[src/rtl/uart_pkg.sv]
// Shared UART definitions: default divisor, sync character, autobaud FSM states.
package uart_pkg;

  localparam logic [15:0] DEFAULT_BAUD_DIVISOR = 16'd5208;
  localparam logic [7:0]  SYNC_CHAR            = 8'h55;

  typedef enum logic [2:0] {
    IDLE,
    WAIT_IDLE,
    WAIT_START,
    MEASURE,
    CHECK,
    DONE,
    ERROR
  } autobaud_state_t;

endpackage

[src/rtl/uart_autobaud_detect_if.sv]
// Divisor handshake between the autobaud detector and the baud generator.
interface uart_autobaud_detect_if;
  logic [15:0] baud_divisor;
  logic        div_valid;
  logic        div_ready;

  modport master (output baud_divisor, output div_valid, input div_ready);
  modport slave  (input baud_divisor, input div_valid, output div_ready);
endinterface

[src/rtl/uart_rx_sync.sv]
// Two-flop rx synchronizer with rise/fall detect on the synchronized line; idles high.
module uart_rx_sync (
  input  logic clk,
  input  logic rst_n,
  input  logic rx,
  output logic rx_s,
  output logic rise,
  output logic fall
);

  logic meta;
  logic rx_d;

  always_ff @(posedge clk or negedge rst_n) begin
    if (!rst_n) begin
      meta <= 1'b1;
      rx_s <= 1'b1;
      rx_d <= 1'b1;
    end else begin
      meta <= rx;
      rx_s <= meta;
      rx_d <= rx_s;
    end
  end

  assign fall = rx_d & ~rx_s;
  assign rise = ~rx_d & rx_s;

endmodule

[src/rtl/uart_autobaud_detect.sv]
// Measures 8 bit periods of a 0x55 sync char and publishes the rounded clk/bit divisor.
// Optional AUTOBAUD_CHECK_EN adds per-segment timing validation in a CHECK state.
module uart_autobaud_detect
  import uart_pkg::*;
#(
  parameter int unsigned CNT_W       = 19,
  parameter int unsigned MIN_DIVISOR = 16,
  parameter int unsigned IDLE_CYCLES = 1024
) (
  input  logic                          clk,
  input  logic                          rst_n,
  input  logic                          enable,
  input  logic                          rx,
  uart_autobaud_detect_if.master        div_if,
  output logic                          busy,
  output logic                          err
);

  localparam int unsigned IDLE_W = $clog2(IDLE_CYCLES + 1);

  autobaud_state_t   state;
  logic [IDLE_W-1:0] idle_cnt;
  logic [CNT_W-1:0]  meas_cnt;
  logic [1:0]        edge_cnt;
  logic              rx_s;
  logic              rx_fall;
  logic [CNT_W:0]    sum;
  logic [CNT_W:0]    res;
  logic              meas_sat;
  logic              res_bad;

`ifdef AUTOBAUD_CHECK_EN
  logic              rx_rise;

  uart_rx_sync u_sync (
    .clk   (clk),
    .rst_n (rst_n),
    .rx    (rx),
    .rx_s  (rx_s),
    .rise  (rx_rise),
    .fall  (rx_fall)
  );
`else
  uart_rx_sync u_sync (
    .clk   (clk),
    .rst_n (rst_n),
    .rx    (rx),
    .rx_s  (rx_s),
    .rise  (),
    .fall  (rx_fall)
  );
`endif

  // The span ending on this cycle is meas_cnt+1; +4 more rounds the /8 to nearest.
  assign sum      = {1'b0, meas_cnt} + (CNT_W+1)'(5);
  assign res      = sum >> 3;
  assign meas_sat = &meas_cnt;
  assign res_bad  = (res < (CNT_W+1)'(MIN_DIVISOR)) || (res > (CNT_W+1)'(17'h0FFFF));

`ifdef AUTOBAUD_CHECK_EN
  logic [CNT_W-1:0] seg_cnt;
  logic [CNT_W-1:0] seg_nx;
  logic [CNT_W-1:0] seg [8];
  logic [2:0]       seg_idx;
  logic [CNT_W-1:0] t_q;
  logic [CNT_W:0]   res_q;
  logic             bad_q;
  logic [CNT_W-1:0] seg_lo;
  logic [CNT_W-1:0] seg_hi;
  logic             seg_bad;

  assign seg_nx = seg_cnt + 1'b1;

  always_ff @(posedge clk or negedge rst_n) begin
    if (!rst_n) begin
      seg_cnt <= '0;
      seg_idx <= '0;
      for (int unsigned i = 0; i < 8; i++) seg[i] <= '0;
    end else if (state == WAIT_START) begin
      seg_cnt <= '0;
      seg_idx <= '0;
    end else if (state == MEASURE) begin
      if (rx_rise || rx_fall) begin
        seg[seg_idx] <= seg_nx;
        seg_idx      <= seg_idx + 1'b1;
        seg_cnt      <= '0;
      end else begin
        seg_cnt <= seg_nx;
      end
    end
  end

  always_comb begin
    seg_lo  = (t_q >> 3) - (t_q >> 5);
    seg_hi  = (t_q >> 3) + (t_q >> 5);
    seg_bad = 1'b0;
    for (int unsigned i = 0; i < 8; i++) begin
      if (seg[i] < seg_lo || seg[i] > seg_hi) seg_bad = 1'b1;
    end
  end
`endif

  always_ff @(posedge clk or negedge rst_n) begin
    if (!rst_n) begin
      state               <= IDLE;
      idle_cnt            <= '0;
      meas_cnt            <= '0;
      edge_cnt            <= '0;
      div_if.baud_divisor <= DEFAULT_BAUD_DIVISOR;
      div_if.div_valid    <= 1'b0;
      busy                <= 1'b0;
      err                 <= 1'b0;
`ifdef AUTOBAUD_CHECK_EN
      t_q                 <= '0;
      res_q               <= '0;
      bad_q               <= 1'b0;
`endif
    end else begin
      err <= 1'b0;
      if (!enable) begin
        state            <= IDLE;
        div_if.div_valid <= 1'b0;
        busy             <= 1'b0;
      end else begin
        case (state)
          IDLE: begin
            idle_cnt <= '0;
            state    <= WAIT_IDLE;
          end
          WAIT_IDLE: begin
            if (!rx_s) begin
              idle_cnt <= '0;
            end else if (idle_cnt == IDLE_W'(IDLE_CYCLES - 1)) begin
              idle_cnt <= '0;
              state    <= WAIT_START;
            end else begin
              idle_cnt <= idle_cnt + 1'b1;
            end
          end
          WAIT_START: begin
            if (rx_fall) begin
              meas_cnt <= '0;
              edge_cnt <= '0;
              busy     <= 1'b1;
              state    <= MEASURE;
            end
          end
          MEASURE: begin
            if (meas_sat) begin
              busy  <= 1'b0;
              err   <= 1'b1;
              state <= ERROR;
            end else begin
              meas_cnt <= meas_cnt + 1'b1;
              if (rx_fall && edge_cnt == 2'd3) begin
                busy <= 1'b0;
`ifdef AUTOBAUD_CHECK_EN
                t_q   <= meas_cnt + 1'b1;
                res_q <= res;
                bad_q <= res_bad;
                state <= CHECK;
`else
                if (res_bad) begin
                  err   <= 1'b1;
                  state <= ERROR;
                end else begin
                  div_if.baud_divisor <= 16'(res);
                  div_if.div_valid    <= 1'b1;
                  state               <= DONE;
                end
`endif
              end else if (rx_fall) begin
                edge_cnt <= edge_cnt + 1'b1;
              end
            end
          end
`ifdef AUTOBAUD_CHECK_EN
          CHECK: begin
            if (bad_q || seg_bad) begin
              err   <= 1'b1;
              state <= ERROR;
            end else begin
              div_if.baud_divisor <= 16'(res_q);
              div_if.div_valid    <= 1'b1;
              state               <= DONE;
            end
          end
`endif
          DONE: begin
            if (div_if.div_ready) begin
              div_if.div_valid <= 1'b0;
              state            <= WAIT_IDLE;
            end
          end
          ERROR: state <= WAIT_IDLE;
          default: state <= IDLE;
        endcase
      end
    end
  end

endmodule

[src/flat_wrapper.sv]
// flat-port wrapper written by rule: the top's interface ports become plain ports
module uart_autobaud_detect_flat import uart_pkg::*;
#(
  parameter int unsigned CNT_W       = 19,
  parameter int unsigned MIN_DIVISOR = 16,
  parameter int unsigned IDLE_CYCLES = 1024
)
  (clk, rst_n, enable, rx, busy, err, div_if_baud_divisor, div_if_div_valid, div_if_div_ready);
  uart_autobaud_detect_if div_if_i ();
  input  logic clk;
  input  logic rst_n;
  input  logic enable;
  input  logic rx;
  output logic busy;
  output logic err;
  output wire logic [$bits(div_if_i.baud_divisor)-1:0] div_if_baud_divisor;
  output wire logic [$bits(div_if_i.div_valid)-1:0] div_if_div_valid;
  input wire logic [$bits(div_if_i.div_ready)-1:0] div_if_div_ready;
  assign div_if_baud_divisor = div_if_i.baud_divisor;
  assign div_if_div_valid = div_if_i.div_valid;
  assign div_if_i.div_ready = div_if_div_ready;
  uart_autobaud_detect #(.CNT_W(CNT_W), .MIN_DIVISOR(MIN_DIVISOR), .IDLE_CYCLES(IDLE_CYCLES)) u_core (.clk(clk), .rst_n(rst_n), .enable(enable), .rx(rx), .div_if(div_if_i), .busy(busy), .err(err));
endmodule
[config.mk]
export PLATFORM = sky130hd
export DESIGN_NAME = uart_autobaud_detect_flat
export DESIGN_NICKNAME = d
export VERILOG_FILES = /design/src/rtl/uart_pkg.sv /design/src/rtl/uart_autobaud_detect_if.sv /design/src/rtl/uart_rx_sync.sv /design/src/rtl/uart_autobaud_detect.sv /design/src/flat_wrapper.sv
export SDC_FILE = /design/constraint.sdc
export NUM_CORES = 1
export LEC_CHECK = 0
export ABC_AREA = 1
export BUFFER_PORTS_ARGS = -buffer_cell sky130_fd_sc_hd__buf_2
export CORE_ASPECT_RATIO = 1.2
export CORE_MARGIN = 2
export CORE_UTILIZATION = 60
export CTS_BUF_LIST = sky130_fd_sc_hd__clkbuf_4
export CTS_CLUSTER_DIAMETER = 100
export DETAILED_ROUTE_END_ITERATION = 6
export HOLD_SLACK_MARGIN = 0.06
export PLACE_DENSITY = 0.88
export SETUP_SLACK_MARGIN = 0.1
export SLEW_MARGIN = 20
export SYNTH_ARGS = -nofsm -noshare
export SYNTH_HDL_FRONTEND = slang
export SYNTH_SLANG_ARGS = --single-unit
[constraint.sdc]
create_clock -name clk -period 3.3 [get_ports clk]
set_clock_uncertainty 0.15 [all_clocks]
set_input_delay 0 -clock clk [delete_from_list [all_inputs] [get_ports clk]]
set_output_delay 0 -clock clk [all_outputs]
set_load 0.1 [all_outputs]
======== Word-level counts from Yosys, hierarchy flattened ========
Index checks and enable logic that the tools add are counted.
operators by class
  mux-type cells .......................... 36
  reductions and logical operators ........ 14
  $add $sub $neg .......................... 4
  order comparisons ....................... 2
  bitwise operators ....................... 4
  eq/ne operators ......................... 21
operators by type and width
  operator                                                                  count
  19-bit two-way mux                                                        2
  19-bit case mux with 2 select lines                                       1
  11-bit two-way mux                                                        2
  11-bit case mux with 2 select lines                                       1
  3-bit two-way mux                                                         7
  19-bit by 3-bit adder with 20-bit output (second input constant)          1
  19-bit by 1-bit adder with 19-bit output (second input constant)          1
  19-bit AND reduction                                                      1
  17-bit by 16-bit > comparator with 1-bit output (second input constant)   1
  17-bit by 5-bit < comparator with 1-bit output (second input constant)    1
  3-bit case mux with 5 select lines                                        1
  5-bit AND reduction                                                       3
  1-bit two-way mux                                                         14
  3-bit inequality test (second input constant)                             4
  11-bit by 1-bit adder with 11-bit output (second input constant)          1
  11-bit by 10-bit == test with 1-bit output (second input constant)        1
  2-bit two-way mux                                                         5
  3-bit by 2-bit inequality test with 1-bit output (second input constant)  3
  3-bit by 2-bit == test with 1-bit output (second input constant)          2
  3-bit == test (second input constant)                                     2
  3-bit by 1-bit inequality test with 1-bit output (second input constant)  2
  6-bit AND reduction                                                       1
  2-bit by 1-bit inequality test with 1-bit output (second input constant)  2
  2-bit inequality test (second input constant)                             2
  other kinds (16)                                                          20
storage, ports and cells
  bits in registers ....................... 57
  input bits .............................. 5
  logic and storage cells ................. 92

======== Longest topological paths before layout ========
  depth in word-level cells ............... 8
  mapped depth ............................ 16
  depth with buffers taken out ............ 15

======== Cells and area by module ========
A second synthesis with hierarchy kept.
second synthesis, totals
  cell total of the unflattened synthesis .. 442
  area, all modules ....................... 3,378.2 sq um
modules (own cells, without submodules)
  module                area an instance (sq um)  cells each  seq. area each (sq um)  instances
  uart_autobaud_detect  3,284.4                   435         1,357.6                 1
  uart_rx_sync          93.8                      7           78.8                    1

======== Worst setup path after synthesis ========
OpenSTA, ideal clock, no wires.
  kind .................................... flip-flop to flip-flop
  start point ............................. register u_core.meas_cnt[0]
  end point ............................... register u_core.div_if.baud_divisor[11]
  cell stages (with the launch flop) ...... 16
  setup slack ............................. 1.238 ns
  arrival ................................. 1.790 ns
  library setup time ...................... 0.122 ns
  period minus slack after synthesis ...... 2.062 ns
  required time ........................... 3.028 ns
  buffers on the path ..................... 1
  cell sequence ........................... dfrtp_1 ha_1 nand2_1 nand2_2 nand2_1 o21ai_0 nand2_1 nand2_1 nor2_2 nand3_2 nand2_2 inv_4 nand3_4 buf_8 nand2_1 nand2_1
between the ends
  word-level cells in the longest chain between the ends .. 5
  elaborated cells on any way between the ends .. 8
  those cells by class .................... 1 x add/sub; 2 x order compare; 2 x bitwise; 3 x reduce/logical
RTL lines
  element                                                                                                            RTL line                      text
  from (decl)                                                                                                        uart_autobaud_detect.sv:23    logic [CNT_W-1:0] meas_cnt;
  from (signal assigned)                                                                                             uart_autobaud_detect.sv:154   meas_cnt <= meas_cnt + 1'b1;
  19-bit by 3-bit adder with 20-bit output                                                                           uart_autobaud_detect.sv:55    assign sum = {1'b0, meas_cnt} + (CNT_W+1)'(5);
  17-bit by 5-bit < comparator with 1-bit output or 17-bit by 16-bit > comparator with 1-bit output (tied branches)  uart_autobaud_detect.sv:58    assign res_bad = (res < (CNT_W+1)'(MIN_DIVISOR)) || (res > (CNT_W+1)'(17'h0FFFF));
  1-bit logical OR                                                                                                   uart_autobaud_detect.sv:58
  1-bit NOT (no source line)                                                                                         n/a
  5-bit AND reduction (no source line)                                                                               n/a
  to (signal assigned)                                                                                               uart_autobaud_detect.sv:167   div_if.baud_divisor <= 16'(res);
  to (decl)                                                                                                          uart_autobaud_detect_if.sv:7  modport master (output baud_divisor, output div_valid, input div_ready);
Several ways; a longest one is shown, not always the timed one.
A chain may end at the register's enable or synchronous reset.

======== Worst setup path after layout ========
  start point ............................. register u_core.idle_cnt[0]
  end point ............................... register u_core.state[2]
between the ends
  word-level cells in the longest chain between the ends .. 3
RTL lines
  element                                                            RTL line                     text
  from (decl)                                                        uart_autobaud_detect.sv:22   logic [IDLE_W-1:0] idle_cnt;
  from (signal assigned)                                             uart_autobaud_detect.sv:137  idle_cnt <= idle_cnt + 1'b1;
  11-bit by 10-bit == test with 1-bit output                         uart_autobaud_detect.sv:133  end else if (idle_cnt == IDLE_W'(IDLE_CYCLES - 1)) begin
  3-bit by 2-bit inequality test with 1-bit output (no source line)  n/a
  5-bit AND reduction (no source line)                               n/a
  to (signal assigned)                                               uart_autobaud_detect.sv:128  state <= WAIT_IDLE;
  to (signal assigned)                                               uart_autobaud_detect.sv:135  state <= WAIT_START;
  to (signal assigned)                                               uart_autobaud_detect.sv:145  state <= MEASURE;
  to (decl)                                                          uart_autobaud_detect.sv:21   autobaud_state_t state;
No other way between the ends.

==> run metrics <==
status completed; die height roughly 86 µm; Crit. End Element flip-flop; GR Overflow Total 0; CTS tree done; Max FO, Critical Path 4; Final Non-Filler Cells roughly 560; period utilization 0.811; post-synthesis cell count 453; achievable frequency 374 MHz; fin crit period 2.68 ns; max-cap violations 0; Port Buffers 23; RSZ-0062 raised after global routing no; hold depth 2; Cell variety after synth 37; pin count of the biggest net entering global routing 48; DRT Wirelength 7770 µm; Synth area leader dfrtp_1; worst reg2reg setup slack 0.62 ns; Static Leakage 1.92 nW; cts bufs inserted 9; number of setup buffers added after CTS 0; Rel. slew slack 0.614; dpl cells 534; Synth area leaders dfrtp_1 37%, nand2_1 14%, inv_1 7.2%; Warnings, synthesis 0; Reg-to-Reg End u_core.state[2]; All-Layer GR Usage 0.274; Hold Crit Start rx; max-slew violation count 0; Vias between 3000 and 4000; post-synthesis area per instance ~7.4 µm²; Worst Hold Class in2reg; Min-Delay Endpoint u_core.u_sync.meta; net count after synthesis 461; Initial Util 0.629; post-synthesis sequential area ratio 0.428; clk root buf clkbuf_4; DRC Markers 0; Synth Register Bits 57; fin nets 498; row count 29; top-level I/O count 24; most frequent cells in the layout 126 x nand2_1, 64 x inv_1, 49 x dfrtp_1; diode count 0; first-iteration detailed-routing DRC count 261; Worst Reg-to-Reg Cells 10; Worst EP required 3.51 ns; Worst Tran Pin Value 0.579 ns; Die Wd 72.3 µm; Crit path arrival time 2.88 ns; antenna violations before repair 0; Worst Setup Path Type reg2reg; post-synth top area share 0.365; Clock Latency Late Sink slightly above 0.4 ns; share of layout cells above drive strength 1 0.164; commonest non-fill, non-tap cell in the layout nand2_1; Area Overhead vs Synth 11.4%; hpwl dp roughly 5900 µm; first-pass detailed-route iteration total 5; number of global-route vias before repair 2974; Sinks on Clock Net 57; core area 0.00533 mm²; CTS H-Tree Depth 3; Final Hold Viols 0; vias per inst between 5 and 6; global-route wire length before repair ~13000 µm; CP startpoint kind flip-flop; Final ANT Viol Nets 0; setup TNS 0 ns; Max VDD drop 476 µV; Mapped Area 0.00336 mm²; CTS max path bufs 2; setup violators final 0; GPL Wtd Cong 0.938; Die ar. 0.00621 mm²; clock-pin slew on the worst setup and hold paths 0.11 ns; PwrDens 524 mW/mm²; Avg WL per Cell 13.9 µm; FF-to-FF Start u_core.idle_cnt[0]
## where the power goes
group          total (W)  internal [W]  switching, W
clock network   0.000496      0.000229      0.000267
registers       0.000835      0.000771     0.0000639
logic           0.000627      0.000152      0.000474
## state kept, by name, indices dropped and copies added, names as in the netlist
| signal | cells |
|---|---|
| u_core.u_sync.rx_d | 1 |
| u_core.state | 3 |
| u_core.edge_cnt | 2 |
| u_core.meas_cnt | 19 |
| u_core.idle_cnt | 11 |
| u_core.u_sync.meta | 1 |
| u_core.err | 1 |
| u_core.u_sync.rx_s | 1 |
| u_core.div_if.baud_divisor | 16 |
| u_core.busy | 1 |
| u_core.div_if.div_valid | 1 |
## worst max-delay path, stage by stage, from the launching register on
cell,delay (ns)
dfrtp_1,0.39
ha_1,0.19
nand2_1,0.07
nor2_1,0.20
nand3_1,0.19
nor2_1,0.19
a31oi_1,0.13
nor3_1,0.40
nand2_1,0.12
nand2_1,0.07
dlygate4sd3_1,0.53
## worst max path at each step
stage | startpoint | end | cells past startpoint
6_report | u_core.idle_cnt[0] | u_core.state[2] | 10
5_1_grt | u_core.idle_cnt[0] | u_core.state[2] | 10
4_1_cts | u_core.idle_cnt[0] | u_core.state[2] | 10
3_5_place_dp | u_core.meas_cnt[0] | u_core.div_if.baud_divisor[2] | 14
3_3_place_gp | u_core.meas_cnt[0] | u_core.div_if.baud_divisor[11] | 14
2_1_floorplan | u_core.meas_cnt[0] | u_core.div_if.baud_divisor[11] | 15
## stage by stage
step	instance area (µm²)	hold slack, ns	power [W]	setup WS (ns)	utilization
2_1_floorplan	3360	-0.446	0.00132	1.24	-
3_3_place_gp	3530	-0.0428	0.00143	0.963	0.661
3_5_place_dp	3530	-0.0412	0.00146	0.893	0.661
5_1_grt	3740	0.0779	0.00208	0.457	0.701
6_report	3740	0.0943	0.00196	0.623	0.701
4_1_cts	3730	0.0831	0.00196	0.701	0.699
## per-layer routing
layer,track usage,share of wire
met5,0,0
met4,0.154,0.036
met3,0.0470,0.038
met2,0.513,0.54
met1,0.280,0.39
## logic make-up (layout without fill, tap and decap cells)
family          Yosys count  in the layout  synth area share
buf+inv                  73            115            0.0876
fa+ha+maj                 3              3            0.0112
compound gates           54             54            0.0925
flops                    57             57             0.428
simple gates            259            259             0.362
xor+xnor                  7              7            0.0183
## final cells by class
class | count | area (µm²)
Timing Repair Buffer | 33 | 210
Clock buffer | 9 | 67.6
Fill cell | 413 | 1600
Multi-Input combinational cell | 323 | 1630
Inverter | 66 | 250
Sequential cell | 57 | 1440
Clock inverter | 7 | 71.3
Tap cell | 62 | 77.6
## synthesized netlist by cell type, drive strengths merged
| cell type | number |
|---|---|
| nor3b | 3 |
| a211oi | 1 |
| o31ai | 4 |
| xor2 | 7 |
| o21a | 1 |
| buf | 4 |
| nand4 | 23 |
| nand3b | 3 |
| a21oi | 13 |
| clkbuf | 3 |
| nand2 | 137 |
| dfstp | 8 |
| o21bai | 2 |
| a31oi | 3 |
| o21ba | 2 |
| a21boi | 1 |
| nor2 | 57 |
| a2bb2oi | 1 |
| inv | 66 |
| o21ai | 26 |
| dfrtp | 49 |
| ha | 3 |
| nor3 | 12 |
| nand3 | 22 |
| nor4 | 2 |
## repair_timing
item / in CTS / in global routing
endpoints found under the hold margin: 46 / 39
gates resized for setup: 0 / 0
hold buffers: 6 / 1
No activity file was read; power rests on OpenSTA's default activity.
